File: config.mk
export PLATFORM = sky130hd
export DESIGN_NAME = hazard_ctrl
export DESIGN_NICKNAME = d
export VERILOG_FILES = /design/src/rtl/hazard_ctrl_pkg.sv /design/src/rtl/hazard_ctrl_scoreboard.sv /design/src/rtl/hazard_ctrl.sv
export SDC_FILE = /design/constraint.sdc
export NUM_CORES = 1
export LEC_CHECK = 0
export CELL_PAD_IN_SITES_DETAIL_PLACEMENT = 1
export CELL_PAD_IN_SITES_GLOBAL_PLACEMENT = 1
export CORE_MARGIN = 3
export CORE_UTILIZATION = 43
export CTS_CLUSTER_SIZE = 24
export DETAILED_ROUTE_END_ITERATION = 12
export PLACE_DENSITY = 0.89
export SETUP_SLACK_MARGIN = 0.15
export SYNTH_ARGS = -nofsm -noshare
export SYNTH_HDL_FRONTEND = slang
export SYNTH_SLANG_ARGS = --single-unit
File: constraint.sdc
create_clock -name clk -period 3.9 [get_ports clk]
set_input_delay 0.585 -clock clk [delete_from_list [all_inputs] [get_ports clk]]
set_output_delay 0.585 -clock clk [all_outputs]
set_load 0.02 [all_outputs]
File: src/rtl/hazard_ctrl_pkg.sv
// Shared constants for the decode-side sequencing logic: instruction classes
// and the hazard controller's state encoding.
package hazard_ctrl_pkg;

  localparam int INST_OP_WIDTH = 4;

  localparam logic [INST_OP_WIDTH-1:0] INST_OP_ALU     = 4'd0;
  localparam logic [INST_OP_WIDTH-1:0] INST_OP_LOAD    = 4'd1;
  localparam logic [INST_OP_WIDTH-1:0] INST_OP_STORE   = 4'd2;
  localparam logic [INST_OP_WIDTH-1:0] INST_OP_BRANCH  = 4'd3;
  localparam logic [INST_OP_WIDTH-1:0] INST_OP_JUMP    = 4'd4;
  localparam logic [INST_OP_WIDTH-1:0] INST_OP_INVALID = 4'hF;

  localparam logic [1:0] HC_STATE_RUN   = 2'd0;
  localparam logic [1:0] HC_STATE_FLUSH = 2'd1;
  localparam logic [1:0] HC_STATE_HALT  = 2'd2;

endpackage

File: src/rtl/hazard_ctrl_scoreboard.sv
// Per-register in-flight write counters (x1..x31) with source lookups,
// destination full check and a pending mask. x0 is never tracked.
module reg_scoreboard #(
  parameter int MAX_INFLIGHT = 3
) (
  input  logic        clk,
  input  logic        rst_n,
  input  logic        inc_en,
  input  logic [4:0]  inc_num,
  input  logic        dec_en,
  input  logic [4:0]  dec_num,
  input  logic [4:0]  rs1_num,
  input  logic [4:0]  rs2_num,
  input  logic [4:0]  chk_num,
  output logic        rs1_busy,
  output logic        rs2_busy,
  output logic        chk_full,
  output logic [31:0] pending_mask
);

  localparam int CW = $clog2(MAX_INFLIGHT + 1);
  localparam logic [CW-1:0] CNT_ONE  = CW'(1);
  localparam logic [CW-1:0] CNT_FULL = CW'(MAX_INFLIGHT);

  logic [31:0] full_vec;

  assign pending_mask[0] = 1'b0;
  assign full_vec[0]     = 1'b0;

  generate
    for (genvar gi = 1; gi < 32; gi++) begin : g_cnt
      logic [CW-1:0] cnt_reg;
      logic          inc_hit;
      logic          dec_hit;

      assign inc_hit = inc_en && (inc_num == 5'(gi));
      assign dec_hit = dec_en && (dec_num == 5'(gi));

      // A simultaneous inc and dec cancel; a stray dec at zero holds at zero.
      always_ff @(posedge clk or negedge rst_n) begin
        if (!rst_n) begin
          cnt_reg <= '0;
        end else if (inc_hit && !dec_hit) begin
          cnt_reg <= cnt_reg + CNT_ONE;
        end else if (dec_hit && !inc_hit && cnt_reg != '0) begin
          cnt_reg <= cnt_reg - CNT_ONE;
        end
      end

      assign pending_mask[gi] = (cnt_reg != '0);
      assign full_vec[gi]     = (cnt_reg == CNT_FULL);

      a_no_underflow: assert property (@(posedge clk) disable iff (!rst_n)
        !(dec_hit && !inc_hit && cnt_reg == '0));
    end
  endgenerate

  assign rs1_busy = pending_mask[rs1_num];
  assign rs2_busy = pending_mask[rs2_num];
  assign chk_full = full_vec[chk_num];

endmodule

File: src/rtl/hazard_ctrl.sv
// Decode sequencing: RAW/saturation/memory stalls from the register
// scoreboard, redirect squash window and sticky halt on invalid issue.
module hazard_ctrl
  import hazard_ctrl_pkg::*;
#(
  parameter int MAX_INFLIGHT = 3,
  parameter int FLUSH_CYCLES = 2
) (
  input  logic                     clk,
  input  logic                     rst_n,
  input  logic                     decode_valid,
  input  logic [INST_OP_WIDTH-1:0] decode_inst_op,
  input  logic [4:0]               decode_rs1_num,
  input  logic [4:0]               decode_rs2_num,
  input  logic [4:0]               decode_drnum,
  input  logic                     decode_reg_we,
  input  logic                     agex_redirect,
  input  logic                     mem_busy,
  input  logic                     wb_valid,
  input  logic                     wb_reg_we,
  input  logic [4:0]               wb_drnum,
  output logic                     decode_stall,
  output logic                     decode_flush,
  output logic                     halted,
  output logic [31:0]              pending_mask
);

  localparam logic [2:0] FLUSH_LOAD = 3'(FLUSH_CYCLES - 1);

  logic [1:0] state_reg, state_next;
  logic [2:0] flush_cnt_reg, flush_cnt_next;
  logic       rs1_busy, rs2_busy, dst_full;
  logic       raw, sat, issue, inc_en, dec_en;

  assign halted       = (state_reg == HC_STATE_HALT);
  assign decode_flush = agex_redirect || (state_reg == HC_STATE_FLUSH);
  assign raw          = decode_valid && (rs1_busy || rs2_busy);
  assign sat          = decode_valid && decode_reg_we && (decode_drnum != 5'd0) && dst_full;
  assign decode_stall = !decode_flush && (mem_busy || raw || sat || halted);
  assign issue        = decode_valid && !decode_stall && !decode_flush && !halted;
  assign inc_en       = issue && decode_reg_we && (decode_drnum != 5'd0);
  assign dec_en       = wb_valid && wb_reg_we && (wb_drnum != 5'd0);

  reg_scoreboard #(.MAX_INFLIGHT(MAX_INFLIGHT)) u_sb (
    .clk          (clk),
    .rst_n        (rst_n),
    .inc_en       (inc_en),
    .inc_num      (decode_drnum),
    .dec_en       (dec_en),
    .dec_num      (wb_drnum),
    .rs1_num      (decode_rs1_num),
    .rs2_num      (decode_rs2_num),
    .chk_num      (decode_drnum),
    .rs1_busy     (rs1_busy),
    .rs2_busy     (rs2_busy),
    .chk_full     (dst_full),
    .pending_mask (pending_mask)
  );

  // The redirect cycle itself is the first squashed cycle, so the
  // counter only covers the remaining FLUSH_CYCLES-1.
  always_comb begin
    state_next     = state_reg;
    flush_cnt_next = flush_cnt_reg;
    case (state_reg)
      HC_STATE_RUN: begin
        if (agex_redirect) begin
          if (FLUSH_CYCLES > 1) begin
            state_next     = HC_STATE_FLUSH;
            flush_cnt_next = FLUSH_LOAD;
          end
        end else if (issue && decode_inst_op == INST_OP_INVALID) begin
          state_next = HC_STATE_HALT;
        end
      end
      HC_STATE_FLUSH: begin
        if (agex_redirect) begin
          flush_cnt_next = FLUSH_LOAD;
        end else if (flush_cnt_reg <= 3'd1) begin
          state_next     = HC_STATE_RUN;
          flush_cnt_next = 3'd0;
        end else begin
          flush_cnt_next = flush_cnt_reg - 3'd1;
        end
      end
      HC_STATE_HALT: ;
      default: begin
        state_next     = HC_STATE_RUN;
        flush_cnt_next = 3'd0;
      end
    endcase
  end

  always_ff @(posedge clk or negedge rst_n) begin
    if (!rst_n) begin
      state_reg     <= HC_STATE_RUN;
      flush_cnt_reg <= 3'd0;
    end else begin
      state_reg     <= state_next;
      flush_cnt_reg <= flush_cnt_next;
    end
  end

endmodule
==> results of run 1 <==
## kinds of logic after synthesis
family	after synthesis	share of synthesized area
AND/OR/NAND/NOR	314	0.298
AO/OA/AOI/OAI	171	0.235
buffers and inverters	68	0.0550
flip-flops	67	0.305
XOR/XNOR	30	0.0478
multiplexers	16	0.0546
adder cells (fa/ha/maj)	2	0.00455
other	1	0.000682
## final timing paths
check	cells past startpoint	end	slack, ps	startpoint
max	8	decode_stall	210	u_sb.g_cnt[15].cnt_reg[1]
min	1	u_sb.g_cnt[22].cnt_reg[0]	210	rst_n
max reg2reg	10	u_sb.g_cnt[17].cnt_reg[0]	540	u_sb.g_cnt[12].cnt_reg[0]
min reg2reg	1	flush_cnt_reg[0]	520	state_reg[0]
max in group asynchronous	2	u_sb.g_cnt[29].cnt_reg[0]	2630	rst_n
min in group clk	1	flush_cnt_reg[0]	520	state_reg[0]
## power by group
| group | switching [mW] | internal (mW) | total (mW) | leakage (nW) |
|---|---|---|---|---|
| combinational | 0.229 | 0.136 | 0.366 | 2.15 |
| sequential | 0.0210 | 0.711 | 0.732 | 0.922 |
| clock | 0.320 | 0.447 | 0.768 | 0.133 |
| total | 0.571 | 1.29 | 1.86 | 3.21 |
## metal layers
metal | global-route usage | vias to the layer above
li1 | - | 2745
met1 | 0.415 | 3219
met2 | 0.553 | 389
met3 | 0.0579 | 95
met4 | 0.143 | 0
met5 | 0 | -
## layout by cell type (no fill, tap or decap), drive strengths merged, types with 3 or more instances in the layout
cell type and n:
dfrtp 67, and4 3, nor2 73, a2bb2oi 7
buf 54, o2111ai 5, o22a 30, nand3 40
a21oi 13, a31o 10, or2 10, a21boi 29
xnor2 30, o211ai 4, nand4 39, nand2 34
nand3b 4, nand4b 4, o22ai 3, inv 35
o21ai 6, and3 9, nor3 72, mux4 11
nor2b 7, a211oi 7, a2111oi 3, a31oi 24
clkdlybuf4s50 61, nor4 7, nand2b 5, clkbuf 12
mux2i 3, clkinv 3, a22oi 20
## repair_timing
item,CTS,global route
setup endpoints to repair,4,28
gates resized for setup,8,1
pin swaps,0,0
## layout make-up
| type | count | area (sq um) |
|---|---|---|
| clock inverters | 4 | 26.3 |
| repair buffers | 117 | 1070 |
| multi-input cells | 534 | 3530 |
| fillers | 1498 | 5370 |
| clock buffers | 12 | 246 |
| flip-flops and latches | 67 | 1680 |
| inverters | 35 | 131 |
| well taps | 168 | 210 |
## per-stage QoR
stage	cell area [sq um]	util	TNS (ps)	setup slack, ps
final	6890	0.562	0	209
after global routing	6890	0.562	0	171
after global placement	6620	0.540	-1400	-485
after floorplan	5500	-	0	259
after CTS	6890	0.562	0	224
after detailed placement	6620	0.540	-4400	-536
## cells in the mapped netlist, types with 5 or more instances
cell type	count	share of area
nor2_1	73	0.050
nor3_1	72	0.066
dfrtp_1	67	0.30
nand3_1	40	0.036
inv_1	35	0.024
nand2_1	34	0.023
nand4_1	32	0.036
o22a_1	30	0.048
xnor2_1	30	0.048
a21boi_0	23	0.031
a31oi_1	23	0.026
a22oi_1	20	0.027
clkbuf_1	14	0.0096
a21oi_1	13	0.012
mux4_2	11	0.045
or2_2	10	0.011
and3_1	9	0.010
buf_2	8	0.0073
a211oi_1	7	0.0096
a2bb2oi_1	7	0.011
a31o_2	7	0.011
nand4_2	7	0.016
nor2b_1	7	0.0080
nor4_1	7	0.0080
a21boi_1	6	0.0082
o21ai_0	6	0.0055
buf_1	5	0.0034
nand2b_1	5	0.0057
o2111ai_1	5	0.0080
## worst register-to-register path: stages, from the launching register on
cell and delay [ps]:
dfrtp_1 460, or2_2 350, mux4_2 480, nor4b_1 250, or4_1 170, o32a_2 170, buf_6 430, nand4_2 270
buf_4 190, o32ai_1 300, mux2_2 220
==> impl_metrics.tcl, run 1 <==
set metrics [dict create \
    cts_max_level 3 \
    port_buffers 65 \
    start_util 0.449 \
    yosys_warnings 0 \
    end_kind "output pin" \
    dieArea_sq_um 14200 \
    cts_setup_buffers 0 \
    std_cell_rows 40 \
    antenna_cells 0 \
    start_kind "flip-flop" \
    route.detailed.drc 0 \
    clkSlewWorstSetupHoldPaths_ps 60 \
    crit_family "simple AND/OR/NAND/NOR gates" \
    vias 6448 \
    wl_met2_um 11300 \
    synth-async-reset-ratio 1.00 \
    cts.sinks 67 \
    total_power_mw 1.86 \
    final_cell_count_no_fill 937 \
    largest_reg_flops 62 \
    cpMaxStageDelayCell "or4_1" \
    highest-signal-layer "met4" \
    area_growth_pct 25.3 \
    syn_avg_cell_area_sq_um 8.22 \
    hp-class "primary input to asynchronous set/reset pin" \
    fp.dieW_um 119 \
    skew_ps 13.4 \
    core_area_sq_um 12300 \
    slew_headroom 0.391 \
    overflow 0 \
    post-route-period-util 0.946 \
    numCtsBuffers 9 \
    worst_pin_slew_ps 905 \
    path_class "flip-flop to output pin" \
    cp_max_fo 5 \
    worstSkewPairLatency_ps 340 \
    cts_tree "yes" \
    nets 798 \
    dp_cells 921 \
    hold_viol 0 \
    ys_seq_area_frac 0.305 \
    ioPinCount 67 \
    die_h_um 119 \
    syn_nets 703 \
    yosysUniqueCellTypes 58 \
    netlist_instances 669 \
    avgViaCountPerCell 6.88 \
    met1_length_um 9040 \
    ctsHoldBuffers 0 \
    post-route-min-period_ps 3690 \
    cts_buffer_depth 2 \
    antenna_found_initial 0 \
    cellPowerDensity_nw_per_um2 271 \
    dpl.hpwl_um 17100 \
    globalplace.congestion 0.998 \
    path_cells "nor2_1, mux4_2, and4b_1, or4_1, o32a_2, nand2b_1, a21oi_1, buf_2" \
    grt_usage 0.329 \
    synthFlopType "dfrtp_1" \
    cts_root_buffer "clkbuf_16" \
    ir_worst_vdd_v 0.000195 \
    grt_pass1_wl_um 36700 \
    fmax_mhz 271 \
    cp_num_buf_inv 1 \
    synth_area_sq_um 5500 \
    hold_ws_ps 207 \
    wl_per_cell_um 24.8 \
    setup_viol 0 \
    wl_um 23200 \
    first_iter_violations 617 \
    crit_required_ps 3310 \
    slowest_delay_ps 530 \
    drive_above_1_share 0.142 \
    met3_length_um 1940 \
    drv_slew 0 \
    synth-seq-cells 67 \
    outcome "completed" \
    rsz0062_at_grt "no" \
    first_pass_iters 5 \
    ant_nets 0 \
    p_leak_nw 3.21 \
    grt_pass1_vias 6659 \
    drv_cap 0 \
    synth-edff-count 0 \
    worstPathArrival_ps 3110 \
    grt_max_degree 67 \
]
(Power assumes the default switching activity.)
==> run 2, diff against run 1 <==
- ABC_AREA: not set -> 0
- GPL_ROUTABILITY_DRIVEN: not set -> 1
==> results of run 2 <==
The final DEF is identical to that of run 1; final timing and power are the same.
